File: src/rtl/huffman_mcu_scheduler_pkg.sv
// huffman_mcu_scheduler_pkg: symbol type, state encoding and component/table constants
package huffman_mcu_scheduler_pkg;
  typedef struct packed {
    logic        valid;
    logic        done;
    logic        dc;
    logic [3:0]  run;
    logic [3:0]  size;
    logic [10:0] vli;
  } tempCode_t;
  typedef enum logic [1:0] {IDLE, RUN, DRAIN, RSTM} schedState_t;
  typedef logic [1:0] compIdx_t;
  localparam logic TBL_LUMA = 1'b0;
  localparam logic TBL_CHROMA = 1'b1;
  localparam compIdx_t COMP_Y = 2'd0;
  localparam compIdx_t COMP_CB = 2'd1;
  localparam compIdx_t COMP_CR = 2'd2;
  function automatic compIdx_t slot_comp(input int slot, input int y_blocks);
    return slot < y_blocks ? COMP_Y : slot == y_blocks ? COMP_CB : COMP_CR;
  endfunction
endpackage

File: src/rtl/huffman_mcu_scheduler_if.sv
// huffman_mcu_scheduler_if: per-component symbol inputs and the shared encoder output channel
interface huffman_mcu_scheduler_if import huffman_mcu_scheduler_pkg::*; #(
  parameter int NUM_COMP = 3
);
  tempCode_t [NUM_COMP-1:0] in_code;
  logic [NUM_COMP-1:0] in_ready;
  tempCode_t out_code;
  logic out_ready;
  logic tbl_sel;
  compIdx_t comp_idx;
  modport master (output in_code, out_ready, input in_ready, out_code, tbl_sel, comp_idx);
  modport slave (input in_code, out_ready, output in_ready, out_code, tbl_sel, comp_idx);
endinterface

File: src/rtl/huffman_mcu_scheduler_out_reg.sv
// huffman_sched_out_reg: single-entry valid/ready register for symbol, table select and component
module huffman_sched_out_reg import huffman_mcu_scheduler_pkg::*; (
  input  logic      clk,
  input  logic      rst,
  input  logic      load,
  input  tempCode_t code_d,
  input  logic      tbl_d,
  input  compIdx_t  comp_d,
  input  logic      ready,
  output tempCode_t code,
  output logic      tbl,
  output compIdx_t  comp,
  output logic      accept
);
  assign accept = !code.valid || ready;
  always_ff @(posedge clk) begin
    if (rst) begin
      code <= '0;
      tbl <= 1'b0;
      comp <= '0;
    end else if (load) begin
      code <= code_d;
      tbl <= tbl_d;
      comp <= comp_d;
    end else if (ready) begin
      code.valid <= 1'b0;
    end
  end
endmodule

File: src/rtl/huffman_mcu_scheduler.sv
// huffman_mcu_scheduler: interleaves Y/Cb/Cr symbol streams into one Huffman encoder in MCU order.
// Optional restart-marker handshake is built when HUFF_SCHED_RESTART_EN is defined.
module huffman_mcu_scheduler import huffman_mcu_scheduler_pkg::*; #(
  parameter int NUM_COMP     = 3,
  parameter int Y_BLOCKS     = 4,
  parameter int MCU_W        = 16,
  parameter int RST_INTERVAL = 8
) (
  input  logic             clk,
  input  logic             rst,
  input  logic             start,
  input  logic [MCU_W-1:0] num_mcu,
  output logic             busy,
  output logic             frame_done,
`ifdef HUFF_SCHED_RESTART_EN
  output logic             rst_req,
  input  logic             rst_ack,
  output logic [2:0]       rst_idx,
`endif
  huffman_mcu_scheduler_if.slave bus
);
  localparam int SW = $clog2(Y_BLOCKS + 2);
  localparam logic [1:0] S_IDLE = IDLE;
  localparam logic [1:0] S_RUN = RUN;
  localparam logic [1:0] S_DRAIN = DRAIN;
  logic [1:0] state;
  logic [SW-1:0] slot;
  logic [MCU_W-1:0] mcu_cnt, mcu_total;
  logic [NUM_COMP-1:0] ready;
  compIdx_t sel, out_comp;
  tempCode_t cur, out_code;
  logic reg_free, accept, xfer, blk_end, last_slot, last_mcu, out_tbl;
  assign sel = slot_comp(int'(slot), Y_BLOCKS);
  assign cur = bus.in_code[sel];
  assign accept = state == S_RUN && reg_free;
  assign xfer = cur.valid && accept;
  assign blk_end = xfer && cur.done;
  assign last_slot = slot == SW'(Y_BLOCKS + 1);
  assign last_mcu = mcu_cnt == mcu_total - 1'b1;
  // only the scheduled channel sees ready; the others are held off without losing data
  always_comb begin
    ready = '0;
    ready[sel] = accept;
  end
  assign bus.in_ready = ready;
  assign bus.out_code = out_code;
  assign bus.tbl_sel = out_tbl;
  assign bus.comp_idx = out_comp;
  huffman_sched_out_reg u_out (
    .clk    (clk),
    .rst    (rst),
    .load   (xfer),
    .code_d (cur),
    .tbl_d  (sel == COMP_Y ? TBL_LUMA : TBL_CHROMA),
    .comp_d (sel),
    .ready  (bus.out_ready),
    .code   (out_code),
    .tbl    (out_tbl),
    .comp   (out_comp),
    .accept (reg_free)
  );
`ifdef HUFF_SCHED_RESTART_EN
  localparam logic [1:0] S_RSTM = RSTM;
  localparam int RW = RST_INTERVAL > 1 ? $clog2(RST_INTERVAL) : 1;
  logic [RW-1:0] rst_cnt;
  logic rst_hit;
  assign rst_hit = rst_cnt == RW'(RST_INTERVAL - 1);
`else
  logic unused_cfg;
  assign unused_cfg = ^RST_INTERVAL;
`endif
  always_ff @(posedge clk) begin
    if (rst) begin
      state <= S_IDLE;
      slot <= '0;
      mcu_cnt <= '0;
      mcu_total <= '0;
      busy <= 1'b0;
      frame_done <= 1'b0;
`ifdef HUFF_SCHED_RESTART_EN
      rst_cnt <= '0;
      rst_req <= 1'b0;
      rst_idx <= '0;
`endif
    end else begin
      frame_done <= 1'b0;
      case (state)
        S_IDLE: if (start && num_mcu != '0) begin
          state <= S_RUN;
          slot <= '0;
          mcu_cnt <= '0;
          mcu_total <= num_mcu;
          busy <= 1'b1;
`ifdef HUFF_SCHED_RESTART_EN
          rst_cnt <= '0;
          rst_idx <= '0;
`endif
        end
        S_RUN: if (blk_end) begin
          slot <= last_slot ? '0 : slot + 1'b1;
          if (last_slot) begin
            mcu_cnt <= mcu_cnt + 1'b1;
`ifdef HUFF_SCHED_RESTART_EN
            rst_cnt <= last_mcu || rst_hit ? '0 : rst_cnt + 1'b1;
            state <= last_mcu ? S_DRAIN : rst_hit ? S_RSTM : S_RUN;
`else
            state <= last_mcu ? S_DRAIN : S_RUN;
`endif
          end
        end
        // frame ends only once the encoder has taken the final symbol
        S_DRAIN: if (!out_code.valid) begin
          state <= S_IDLE;
          busy <= 1'b0;
          frame_done <= 1'b1;
        end
`ifdef HUFF_SCHED_RESTART_EN
        S_RSTM: if (rst_req && rst_ack) begin
          rst_req <= 1'b0;
          rst_idx <= rst_idx + 1'b1;
          state <= S_RUN;
        end else if (!out_code.valid) begin
          rst_req <= 1'b1;
        end
`endif
        default: state <= S_IDLE;
      endcase
    end
  end
endmodule

File: src/flat_wrapper.sv
// flat-port wrapper written by rule: the top's interface ports become plain ports
module huffman_mcu_scheduler_flat import huffman_mcu_scheduler_pkg::*;
#(
  parameter int NUM_COMP     = 3,
  parameter int Y_BLOCKS     = 4,
  parameter int MCU_W        = 16,
  parameter int RST_INTERVAL = 8
)
  (clk, rst, start, num_mcu, busy, frame_done, bus_in_code, bus_out_ready, bus_in_ready, bus_out_code, bus_tbl_sel, bus_comp_idx);
  huffman_mcu_scheduler_if #(.NUM_COMP(NUM_COMP)) bus_i ();
  input  logic clk;
  input  logic rst;
  input  logic start;
  input  logic [MCU_W-1:0] num_mcu;
  output logic busy;
  output logic frame_done;
  input wire logic [$bits(bus_i.in_code)-1:0] bus_in_code;
  input wire logic [$bits(bus_i.out_ready)-1:0] bus_out_ready;
  output wire logic [$bits(bus_i.in_ready)-1:0] bus_in_ready;
  output wire logic [$bits(bus_i.out_code)-1:0] bus_out_code;
  output wire logic [$bits(bus_i.tbl_sel)-1:0] bus_tbl_sel;
  output wire logic [$bits(bus_i.comp_idx)-1:0] bus_comp_idx;
  assign bus_i.in_code = bus_in_code;
  assign bus_i.out_ready = bus_out_ready;
  assign bus_in_ready = bus_i.in_ready;
  assign bus_out_code = bus_i.out_code;
  assign bus_tbl_sel = bus_i.tbl_sel;
  assign bus_comp_idx = bus_i.comp_idx;
  huffman_mcu_scheduler #(.NUM_COMP(NUM_COMP), .Y_BLOCKS(Y_BLOCKS), .MCU_W(MCU_W), .RST_INTERVAL(RST_INTERVAL)) u_core (.clk(clk), .rst(rst), .start(start), .num_mcu(num_mcu), .busy(busy), .frame_done(frame_done), .bus(bus_i));
endmodule
File: config.mk
export PLATFORM = sky130hd
export DESIGN_NAME = huffman_mcu_scheduler_flat
export DESIGN_NICKNAME = d
export VERILOG_FILES = /design/src/rtl/huffman_mcu_scheduler_pkg.sv /design/src/rtl/huffman_mcu_scheduler_if.sv /design/src/rtl/huffman_mcu_scheduler_out_reg.sv /design/src/rtl/huffman_mcu_scheduler.sv /design/src/flat_wrapper.sv
export SDC_FILE = /design/constraint.sdc
export NUM_CORES = 1
export LEC_CHECK = 0
export BUFFER_PORTS_ARGS = -buffer_cell sky130_fd_sc_hd__clkbuf_2
export CORE_MARGIN = 5
export CORE_UTILIZATION = 25
export DETAILED_ROUTE_END_ITERATION = 16
export PLACE_DENSITY_LB_ADDON = 0.05
export SETUP_SLACK_MARGIN = 0.2
export SLEW_MARGIN = 10
export SYNTH_ARGS = -nofsm -noshare
export SYNTH_HDL_FRONTEND = slang
export SYNTH_SLANG_ARGS = --single-unit
File: constraint.sdc
create_clock -name clk -period 3.4 [get_ports clk]
set_clock_uncertainty 0.2 [all_clocks]
set_input_delay 0.34 -clock clk [delete_from_list [all_inputs] [get_ports clk]]
set_output_delay 0.34 -clock clk [all_outputs]
set_load 0.02 [all_outputs]
# Word-level counts from Yosys, hierarchy flattened
# Cells that the tools add are included.
# W data, S select, Z words.
[totals] register_bits=64 input_bits=86 out_inout_bits=30 elab_cells=77
[classes] n_addsub=3 magnitude_cmp=3 eq_ne=9 mux=27 bitwise=2 n_reduce_logical=19
[ops] operator="$mux W16" n=3
[ops] operator="$bmux W22 S2" n=1
[ops] operator="$pmux W16 S2" n=1
[ops] operator="$mux W22" n=1
[ops] operator="$add A16 B1 Y16 const B" n=1
[ops] operator="$eq A16 B16 Y1" n=1
[ops] operator="$reduce_bool A16 Y1" n=1
[ops] operator="$sub A16 B1 Y16 const B" n=1
[ops] operator="$mux W2" n=7
[ops] operator="$mux W3" n=3
[ops] operator="$reduce_and A4 Y1" n=2
[ops] operator="$mux W1" n=7
[ops] operator="$eq A3 B3 Y1 const B" n=2
[ops] operator="$ne A2 B1 Y1 const B" n=3
[ops] operator="$pmux W2 S3" n=1
[ops] operator="$pmux W3 S2" n=1
[ops] operator="$reduce_and A3 Y1" n=2
[ops] operator="$reduce_bool A2 Y1" n=3
[ops] operator="$logic_and A1 B1 Y1" n=5
[ops] operator="$logic_not A2 Y1" n=2
[ops] operator="$add A3 B1 Y3 const B" n=1
[ops] operator="$and A3 B3 Y3" n=1
[ops] operator="$lt A2 B3 Y1 const B" n=1
[ops] operator="$lt A3 B3 Y1 const B" n=1
[ops] operator="11 further kinds" n=11

# Depth between registers and ports, before layout
# Gate-level depths: netlist of the first run.
[logic_depth] ltp_word=9 depth_mapped=9 ltp_nobuf=9

# Hierarchy
# Synthesis of the first run repeated with hierarchy kept, for this count alone.
[hier_totals] cells_unflattened=427 hier_area_um2=3691.0
[by_module_without_submodules] module="huffman_mcu_scheduler" n_inst=1 cells_each=345 area_each_um2=2767.7 seq_area_each_um2=780.7
[by_module_without_submodules] module="huffman_sched_out_reg" n_inst=1 cells_each=82 area_each_um2=923.4 seq_area_each_um2=500.5

# Least setup slack after synthesis of the first run
# OpenSTA, ideal clock, no wires.
[synth_path] path_kind="register to register" startpoint="register u_core.mcu_total[0]" endpoint="register u_core.state[0]" setup_time_ps=120 arrival_ps=2173 required_ps=3080 slack_ps=907 path_stages_with_launch=10 synth_period_minus_slack_ps=2493 cell_sequence="dfxtp_1 > inv_1 > ha_1 > nor3b_4 > nand2_1 > or2_2 > a221o_1 > nor4b_1 > and4b_1 > a21oi_1"
[synth_between] elab_chain_cells=6
[synth_rtl] item="from (decl)" line_no="huffman_mcu_scheduler.sv:28" rtl="logic [MCU_W-1:0] mcu_cnt, mcu_total;"
[synth_rtl] item="from (signal assigned)" line_no="huffman_mcu_scheduler.sv:92" rtl="mcu_total <= num_mcu;"
[synth_rtl] item="$sub A16 B1 Y16" line_no="huffman_mcu_scheduler.sv:39" rtl="assign last_mcu = mcu_cnt == mcu_total - 1'b1;"
[synth_rtl] item="$eq A16 B16 Y1" line_no="huffman_mcu_scheduler.sv:39"
[synth_rtl] item="$mux W2" line_no="huffman_mcu_scheduler.sv:107" rtl="state <= last_mcu ? S_DRAIN : S_RUN;"
[synth_rtl] item="$mux W2" line_no="huffman_mcu_scheduler.sv:101" rtl="if (last_slot) begin"
[synth_rtl] item="$mux W2" line_no="huffman_mcu_scheduler.sv:99" rtl="S_RUN: if (blk_end) begin"
[synth_rtl] item="$pmux W2 S3" line_no="huffman_mcu_scheduler.sv:87" rtl="case (state)"
[synth_rtl] item="to (signal assigned)" line_no="huffman_mcu_scheduler.sv:107"
[synth_rtl] item="to (decl)" line_no="huffman_mcu_scheduler.sv:26" rtl="logic [1:0] state;"
# Every way passes these cells. The select of a mux whose other input is x is not followed.
# A chain may end at the register's enable or synchronous reset.

# Final worst setup path of the first run
# Ends and elaborated chain as after synthesis.

==> results of run 1 <==
[cell type report]
| cell class | count | area share |
|---|---|---|
| Inverter | 8 | 0.00737 |
| Tap cell | 180 | 0.0491 |
| Clock inverter | 3 | 0.00327 |
| Timing Repair Buffer | 123 | 0.141 |
| Clock buffer | 13 | 0.0589 |
| Multi-Input combinational cell | 368 | 0.461 |
| Sequential cell | 64 | 0.279 |
[registers in the layout, summed over array words and instances (netlist names)]
signal             count
u_core.frame_done      1
u_core.busy            1
u_core.mcu_total      16
u_core.u_out.comp      2
u_core.mcu_cnt        16
u_core.u_out.code     22
u_core.slot            3
u_core.u_out.tbl       1
u_core.state           2
[metal layers]
| metal | wire length, um | track usage | share of wire |
|---|---|---|---|
| met4 | 246 | 0.0520 | 0.021 |
| met1 | 5090 | 0.172 | 0.44 |
| met3 | 876 | 0.0548 | 0.076 |
| met2 | 5330 | 0.237 | 0.46 |
| met5 | 0 | 0 | 0 |
[tightest hold or removal path: stages]
cell	delay, ns
clkbuf_2	0.09
nand2_1	0.06
a21oi_1	0.05
[synthesized netlist by cell type (3+ instances only)]
| master | instances | share of area |
|---|---|---|
| a211oi_1 | 3 | 0.0063 |
| a21oi_1 | 52 | 0.073 |
| a311oi_1 | 20 | 0.049 |
| clkbuf_1 | 34 | 0.036 |
| dfxtp_1 | 64 | 0.36 |
| inv_1 | 7 | 0.0074 |
| nand2_1 | 63 | 0.066 |
| nand2b_1 | 5 | 0.0088 |
| nand3_1 | 9 | 0.013 |
| nand4_1 | 8 | 0.014 |
| nor2_1 | 82 | 0.086 |
| nor3_1 | 8 | 0.011 |
| nor4_1 | 5 | 0.0088 |
| o21ai_0 | 32 | 0.045 |
| or3_1 | 6 | 0.011 |
| xnor2_1 | 14 | 0.034 |
| xor2_1 | 15 | 0.037 |
[layout by cell type, fill, tap and decap left out, types with 5 or more instances in the layout]
cell type,synthesis,layout
o21ai_0,32,32
a311oi_1,20,20
a21oi_1,52,52
xor2_1,15,15
nor4_1,5,5
nor3_1,8,8
nand4_1,8,8
xnor2_1,14,14
nand2b_1,5,5
dfxtp_1,64,64
or3_1,6,6
clkbuf_2,0,115
nand3_1,9,9
nor2_1,82,82
nand2_1,63,63
inv_1,7,7
clkbuf_16,0,9
buf_4,0,7
[worst max path at each step]
stage,start,to
detailed placement,num_mcu[11],u_core.mcu_total[12]
global route,u_core.state[0],u_core.mcu_total[0]
finish,u_core.mcu_total[0],u_core.state[0]
floorplan,u_core.mcu_total[0],u_core.state[0]
CTS,u_core.mcu_total[0],u_core.state[0]
global placement,u_core.mcu_total[0],u_core.state[0]
[cell families (layout without fill, tap and decap cells)]
| kind of cell | count (synthesis) | in the layout |
|---|---|---|
| xor+xnor | 29 | 29 |
| fa+ha+maj | 2 | 2 |
| compound gates | 127 | 127 |
| mux | 1 | 1 |
| flops | 64 | 64 |
| simple gates | 209 | 209 |
| buf+inv | 46 | 147 |
[per-stage QoR]
stage / setup slack, ns / area [sq um]
CTS: 0.504 / 4580
detailed placement: 0.484 / 4300
floorplan: 0.907 / 3570
global placement: 0.485 / 4300
finish: 0.534 / 4590
global route: 0.274 / 4590
[report_power, final]
group / switching, uW / internal (uW) / total (uW)
Sequential: 30.3 / 776 / 806
Combinational: 184 / 146 / 330
Clock: 329 / 549 / 878
==> results.py, run 1 <==
metrics = {
    "worst_hold_path": {
        "min_from": "num_mcu[13]",
        "min_path_cells": 3,
        "min_path_type": "in -> reg",
        "holdPathEnd": "u_core.mcu_total[13]",
    },
    "setup_path": {
        "r2r_slack_ns": 0.53,
        "critPathMaxFanout": 9,
        "rr_endpoint": "u_core.state[0]",
        "cp-end-kind": "flip-flop",
        "setup.worst_path.class": "reg -> reg",
        "worstPathCellList": "inv_1 -> ha_1 -> nor3b_4 -> nand2_1 -> or2_2 -> a221o_1 -> nor4b_1 -> and4b_1 -> a21oi_1",
        "cp_top_family": "simple AND/OR/NAND/NOR gates",
        "arrival_ns": 2.88,
        "startpoint_type": "flip-flop",
        "cp_slowest_cell": "nor3b_4",
        "critical_path_required_ns": 3.41,
        "r2r_start": "u_core.mcu_total[0]",
        "r2r_cells": 9,
        "worst-path-stages": 9,
        "critical_path_buf_inv_count": 1,
        "cpPeakStageDelay_ns": 0.46,
    },
    "timing": {
        "hold_viol_final": 0,
        "period_share": 0.843,
        "setup_viol": 0,
        "max_slew_margin": 0.462,
        "worst_slew_pin_slew_ns": 0.805,
        "holdWs_ns": 0.0500,
        "min_period_ns": 2.87,
        "rsz0062_at_grt": "false",
        "timing.fmax_mhz": 349,
        "drv_slew": 0,
        "final.setup.tns_ns": 0,
    },
    "clock_network": {
        "clk_latency_ns": 0.33,
        "cts_buffers": 9,
        "clock_path_buffers": 2,
        "cts_tree": "yes",
        "ctsHoldBuffers": 0,
        "clock_sinks": 64,
        "h-tree-depth": 3,
        "post-cts-setup-buffers": 0,
        "clkTransAtPathRegs_ns": 0.05,
        "clockRootBuffer": "clkbuf_16",
        "post_cts_resized": 0,
    },
    "synth": {
        "yosysWarnings": 0,
        "synth_edf_count": 0,
        "synth_area_sq_um": 3570,
        "synth_adder_area_share": 0.00700,
        "synth_compound_area_frac": 0.221,
        "syn_area_per_cell_sq_um": 7.48,
        "synthSimpleGateAreaFrac": 0.289,
        "synth-xor-area-share": 0.0711,
        "ys_seq_area_frac": 0.358,
        "yosys-mux-area-fraction": 0.00280,
        "ys_ff_latch": 64,
        "syn_inst": 478,
        "mappedNetlistNets": 566,
        "async_reset_ff_frac": 0,
        "synth_cell_types": 55,
        "synthFlopType": "dfxtp_1",
        "synth_top_family_by_area": "simple AND/OR/NAND/NOR gates",
    },
    "detailed_routing": {
        "vias": 3683,
        "firstDrtPassIters": 4,
        "drt_iter0_drc": 153,
        "drc": 0,
        "routed_wl_mm": 11.5,
        "avgRoutedWirePerCell_um": 15.2,
        "ant_nets": 0,
        "viasPerCell": 4.85,
    },
    "die": {
        "start_util": 0.257,
        "die_w_um": 130,
        "placementRows": 43,
        "die_y_um": 130,
        "core_area_sq_um": 13900,
        "die_area_sq_um": 16800,
        "ios": 116,
    },
    "global_route": {
        "grt_max_degree": 41,
        "antenna_found_initial": 0,
        "first_global_vias": 3857,
        "grt_use_total": 0.144,
        "grt.overflow.total": 0,
        "grt_first_pass_wirelength_mm": 19.2,
    },
    "layout": {
        "fin_nets": 662,
        "multiInputGateArea_sq_um": 2110,
        "utilization": 0.329,
        "n_fill_cell": 1507,
        "ff_latch_area_sq_um": 1280,
        "fin_cells": 759,
        "syn2layout_area_growth_pct": 28.3,
        "antenna_cells": 0,
        "final_layout_size_suffix_gt1_frac": 0.257,
    },
    "power_and_ir_drop": {
        "power_uw": 2010,
        "p_leak_uw": 0.00191,
        "peakVddDrop_v": 0.000178,
        "power_density_nw_per_um2": 439,
    },
    "place": {
        "dpl.hpwl_mm": 8.80,
        "dpl.cell_count": 743,
        "place.gp.congestion": 0.763,
        "place.port_buffers": 115,
    },
    "outcome": {
        "status": "finished clean",
    },
    "job": {
        "cap_violations": 0,
    },
}
(Power assumes the default switching activity.)
==> run 2, diff against run 1 <==
==> constraint.sdc (replaced) <==
create_clock -name clk -period 2.6 [get_ports clk]
set_clock_uncertainty 0.2 [all_clocks]
set_input_delay 0.26 -clock clk [delete_from_list [all_inputs] [get_ports clk]]
set_output_delay 0.26 -clock clk [all_outputs]
set_load 0.02 [all_outputs]
==> run 2 against run 1 <==
  * Flip-flop and latch count did not move
  * First-iteration DRC count rose by 32%
  * Die area did not move
  * Global-route usage fell by 0.11 points
  * Critical path depth fell by 1
  * Count of clock-buffer cells in the layout rose by 1
  * Power rose by 33%
  * Critical endpoint is now u_core.state[1]
  * Largest power group unchanged
  * Highest routed layer unchanged
==> results.py, run 2 (synthesis results as in run 1) <==
metrics = {
    "setup_path": {
        "cp_top_family": "simple AND/OR/NAND/NOR gates",
        "setup.worst_path.class": "reg -> reg",
        "worstPathCellList": "or4_4 -> buf_12 -> nor4b_4 -> xnor2_1 -> a211o_1 -> o21ai_2 -> and4b_1 -> a22o_1",
        "cp-end-kind": "flip-flop",
        "r2r_slack_ns": 0.06,
        "startpoint_type": "flip-flop",
        "critical_path_required_ns": 2.62,
        "critical_path_buf_inv_count": 1,
        "arrival_ns": 2.57,
        "cpPeakStageDelay_ns": 0.58,
        "cp_slowest_cell": "or4_4",
        "critPathMaxFanout": 5,
    },
    "layout": {
        "n_fill_cell": 1506,
        "regMostFlops": "u_core.u_out.code",
        "largest_register_ffs": 22,
        "final_layout_size_suffix_gt1_frac": 0.294,
        "top_regs": "u_core.u_out.code x22, u_core.mcu_cnt x16, u_core.mcu_total x16",
        "fin_nets": 698,
        "syn2layout_area_growth_pct": 38.5,
        "layout_commonest_cell": "clkbuf_2",
        "final_cell_mix": "clkbuf_2 (115), nor2_1 (82), nand2_1 (63)",
        "antenna_cells": 0,
        "utilization": 0.355,
    },
    "clock_network": {
        "clock_sinks": 64,
        "clockRootBuffer": "clkbuf_16",
        "clk_latency_ns": 0.33,
        "cts_tree": "yes",
        "clkTransAtPathRegs_ns": 0.05,
        "cts_buffers": 9,
        "h-tree-depth": 3,
        "clock_path_buffers": 2,
    },
    "job": {
        "cap_violations": 0,
    },
    "power_and_ir_drop": {
        "p_leak_uw": 0.00208,
        "peakVddDrop_v": 0.000272,
        "power_density_nw_per_um2": 542,
    },
    "die": {
        "die_y_um": 130,
        "start_util": 0.257,
        "die_w_um": 130,
        "ios": 116,
        "die_area_sq_um": 16800,
        "core_area_sq_um": 13900,
        "placementRows": 43,
    },
    "place": {
        "place.port_buffers": 115,
        "place.gp.congestion": 0.779,
        "dpl.hpwl_mm": 8.84,
    },
    "global_route": {
        "grt_first_pass_wirelength_mm": 19.0,
        "grt_max_degree": 42,
        "first_global_vias": 3853,
        "grt_use_total": 0.143,
        "grt.overflow.total": 0,
        "antenna_found_initial": 0,
    },
    "detailed_routing": {
        "drt_iter0_drc": 202,
        "drc": 0,
        "ant_nets": 0,
        "firstDrtPassIters": 4,
        "routed_wl_mm": 11.7,
        "vias": 3772,
        "viasPerCell": 4.76,
        "avgRoutedWirePerCell_um": 14.7,
    },
    "timing": {
        "setup_viol": 0,
        "drv_slew": 0,
        "max_slew_margin": 0.494,
        "hold_viol_final": 0,
        "worst_slew_pin_slew_ns": 0.753,
        "min_period_ns": 2.54,
        "rsz0062_at_grt": "true",
        "period_share": 0.978,
        "timing.fmax_mhz": 393,
        "holdWs_ns": 0.0154,
    },
    "outcome": {
        "status": "finished clean",
    },
    "worst_hold_path": {
        "min_path_type": "in -> reg",
    },
}
## run 2: changes by cell type in the layout (fill, tap and decap cells not counted), sizes merged
cell and delta:
buf +21, dlygate4sd3 +15, clkinv -3, clkbuf +1
## run 2: final timing paths
kind	depth (start not counted)	startpoint	endpoint
setup / recovery	8	u_core.mcu_total[4]	u_core.state[1]
hold / removal	3	num_mcu[6]	u_core.mcu_total[6]
setup reg to reg	8	u_core.mcu_total[4]	u_core.state[1]
hold reg to reg	2	u_core.mcu_total[15]	u_core.mcu_total[15]
## run 2: repair_timing
| item | in CTS | in global routing |
|---|---|---|
| hold buffers | 15 | 0 |
| hold endpoints to repair | 15 | 0 |
| setup buffers | 2 | 3 |
| gates resized for setup | 7 | 7 |
| pin swaps | 1 | 2 |
| endpoints found under the setup margin | 2 | 23 |
## run 2: report_power, final
part	internal, uW	switching, uW
registers	1020	34.3
clock network	713	415
logic	246	262
## run 2: per-layer routing
layer | GRT usage | routed length (um) | vias to the layer above
met3 | 0.0486 | 797 | 18
met1 | 0.172 | 5180 | 1705
met4 | 0.0660 | 259 | 0
met2 | 0.231 | 5420 | 96
met5 | 0 | 0 | -
li1 | - | - | 1953
## run 2: area by class of cell
class                   count  area, sq um  area share
multi-input cells         368         2170       0.438
flip-flops and latches     64         1290       0.260
repair buffers            159          960       0.194
clock buffers              14          274      0.0553
well taps                 180          225      0.0455
inverters                   8         33.8     0.00682
## run 2: worst min-delay path, delay by kind of cell
| kind | cells | cell delay [ns] |
|---|---|---|
| AND/OR/NAND/NOR | 1 | 0.06 |
| AO/OA/AOI/OAI | 1 | 0.05 |
| buffers and inverters | 1 | 0.12 |
## run 2: through the flow
step / total power, uW / instances / worst slack, ns / TNS, ns / cell area (sq um)
after floorplan: 1360 / 478 / 0.202 / 0 / 3590
after global placement: 1530 / 759 / -0.0643 / -0.0643 / 4420
after detailed placement: 1530 / 759 / -0.124 / -0.142 / 4420
after CTS: 2710 / 790 / 0.0665 / 0 / 4880
after global routing: 2830 / 793 / -0.0696 / -0.131 / 4950
final: 2690 / 793 / 0.0583 / 0 / 4950
==> run 3, diff against run 2 <==
==> constraint.sdc (replaced) <==
create_clock -name clk -period 2.5 [get_ports clk]
set_clock_uncertainty 0.2 [all_clocks]
set_input_delay 0.25 -clock clk [delete_from_list [all_inputs] [get_ports clk]]
set_output_delay 0.25 -clock clk [all_outputs]
set_load 0.02 [all_outputs]
==> run 3 against run 2 <==
  * Via count grew 1.8%
  * Worst setup slack lost 0.049 ns
  * Final area grew 2.5%
  * Wire length grew 1.6%
  * First-iteration DRC count shrank 47%
  * Highest routed layer unchanged
==> results.py, run 3 (synthesis results as in run 1) <==
metrics = {
    "timing": {
        "setup_viol": 0,
        "fin_ws_ns": 0.00929,
        "min_period_ns": 2.49,
        "drv_slew": 0,
        "max_slew_margin": 0.675,
        "period_share": 0.996,
        "timing.fmax_mhz": 401,
        "rsz0062_at_grt": "true",
        "worst_slew_pin_slew_ns": 0.487,
        "holdWs_ns": 0.113,
        "hold_viol_final": 0,
    },
    "layout": {
        "largest_register_ffs": 22,
        "top_regs": "u_core.u_out.code x22, u_core.mcu_cnt x16, u_core.mcu_total x16",
        "layout_commonest_cell": "clkbuf_2",
        "final_cell_area_sq_um": 5070,
        "final_layout_size_suffix_gt1_frac": 0.311,
        "fin_cells": 811,
        "regMostFlops": "u_core.u_out.code",
        "n_fill_cell": 1514,
        "final_cell_mix": "clkbuf_2 (115), nor2_1 (82), nand2_1 (63)",
        "syn2layout_area_growth_pct": 42.0,
        "fin_nets": 714,
        "antenna_cells": 0,
    },
    "setup_path": {
        "rr_endpoint": "u_core.state[1]",
        "setup.worst_path.class": "reg -> reg",
        "arrival_ns": 2.52,
        "r2r_start": "u_core.mcu_total[6]",
        "cp_slowest_cell": "or4_4",
        "r2r_cells": 8,
        "critical_path_required_ns": 2.53,
        "startpoint_type": "flip-flop",
        "critical_path_buf_inv_count": 1,
        "cp_top_family": "simple AND/OR/NAND/NOR gates",
        "cpPeakStageDelay_ns": 0.59,
        "cp-end-kind": "flip-flop",
        "r2r_slack_ns": 0.009,
        "worstPathCellList": "or4_4 -> buf_4 -> nor4b_4 -> xnor2_1 -> a211o_1 -> o21ai_1 -> and4b_1 -> a22o_1",
        "critPathMaxFanout": 6,
    },
    "detailed_routing": {
        "vias": 3840,
        "firstDrtPassIters": 4,
        "drt_iter0_drc": 107,
        "routed_wl_mm": 11.8,
        "avgRoutedWirePerCell_um": 14.6,
        "drc": 0,
        "viasPerCell": 4.73,
        "ant_nets": 0,
    },
    "global_route": {
        "grt_first_pass_wirelength_mm": 19.8,
        "grt_max_degree": 48,
        "antenna_found_initial": 0,
        "first_global_vias": 4022,
        "grt.overflow.total": 0,
        "grt_use_total": 0.148,
    },
    "worst_hold_path": {
        "holdPathEnd": "u_core.u_out.code[9]",
        "min_from": "bus_in_code[31]",
        "min_path_type": "in -> reg",
        "min_path_cells": 5,
    },
    "clock_network": {
        "cts_tree": "yes",
        "clkTransAtPathRegs_ns": 0.05,
        "clock_sinks": 64,
        "clockRootBuffer": "clkbuf_16",
        "cts_buffers": 9,
        "h-tree-depth": 3,
        "clock_path_buffers": 2,
        "clk_latency_ns": 0.33,
    },
    "die": {
        "ios": 116,
        "die_w_um": 130,
        "core_area_sq_um": 13900,
        "die_area_sq_um": 16800,
        "start_util": 0.257,
        "placementRows": 43,
        "die_y_um": 130,
    },
    "job": {
        "cap_violations": 0,
    },
    "power_and_ir_drop": {
        "pwr-share-clk": 0.410,
        "combPwrFrac": 0.200,
        "p_int_uw": 2020,
        "power_density_nw_per_um2": 548,
        "peakVddDrop_v": 0.000289,
        "p_leak_uw": 0.00217,
        "seq_power_share": 0.390,
        "switchingPower_uw": 763,
        "netSwitchingFraction": 0.274,
    },
    "place": {
        "place.gp.congestion": 0.760,
        "place_area_sq_um": 4530,
        "pre_cts_ws_ns": -0.0353,
        "dpl.cell_count": 773,
        "place.port_buffers": 115,
        "dpl.hpwl_mm": 8.96,
    },
    "outcome": {
        "status": "finished clean",
    },
}
run 3: repair_timing:
item	in CTS	in global routing
hold buffers	16	0
pin swaps	2	3
setup buffers	2	4
gates resized for setup	3	14
hold endpoints to repair	16	0
setup endpoints to repair	7	28
gates cloned	0	0
run 3: how the worst max path moves through the flow:
stage / start / slack, ns / cells after the start / to
floorplan: u_core.mcu_total[4] / 0.14 / 7 / u_core.state[1]
detailed placement: u_core.mcu_total[0] / -0.04 / 9 / u_core.state[0]
finish: u_core.mcu_total[6] / 0.009 / 8 / u_core.state[1]
global placement: num_mcu[1] / 0.02 / 9 / u_core.mcu_cnt[7]
global route: u_core.mcu_total[6] / -0.10 / 7 / u_core.state[1]
CTS: u_core.mcu_total[6] / 0.004 / 7 / u_core.state[0]
run 3: worst register-to-register path: stages (launching register included):
cell and delay [ns]:
dfxtp_1 0.31, or4_4 0.59, buf_4 0.17, nor4b_4 0.21, xnor2_1 0.11, a211o_1 0.25, o21ai_1 0.10, and4b_1 0.25
a22o_1 0.20
run 3: power by group through the flow:
stage	Sequential [uW]	Combinational [uW]	Clock (uW)
floorplan	1120	294	0
global placement	1110	511	0
detailed placement	1110	512	0
CTS	1080	539	1190
global route	1090	621	1240
finish	1080	557	1140
run 3: cell type report:
type / count / area, sq um / share of cell area
multi-input cells: 368 / 2170 / 0.428
repair buffers: 175 / 1080 / 0.214
clock buffers: 12 / 246 / 0.0486
well taps: 180 / 225 / 0.0444
flip-flops and latches: 64 / 1290 / 0.255
inverters: 8 / 36.3 / 0.00715
clock inverters: 4 / 20.0 / 0.00394
run 3: per-layer routing:
metal / global-route usage / vias up / share of wire
li1: - / 1986 / -
met5: 0 / - / 0
met4: 0.0391 / 0 / 0.013
met2: 0.265 / 96 / 0.51
met1: 0.161 / 1743 / 0.41
met3: 0.0598 / 15 / 0.067
run 3: through the flow:
step	setup TNS [ns]	power [uW]	util
after floorplan	0	1420	-
after global placement	0	1620	0.325
after detailed placement	-0.0696	1620	0.325
after CTS	0	2810	0.357
after global routing	-0.196	2950	0.364
final	0	2780	0.364
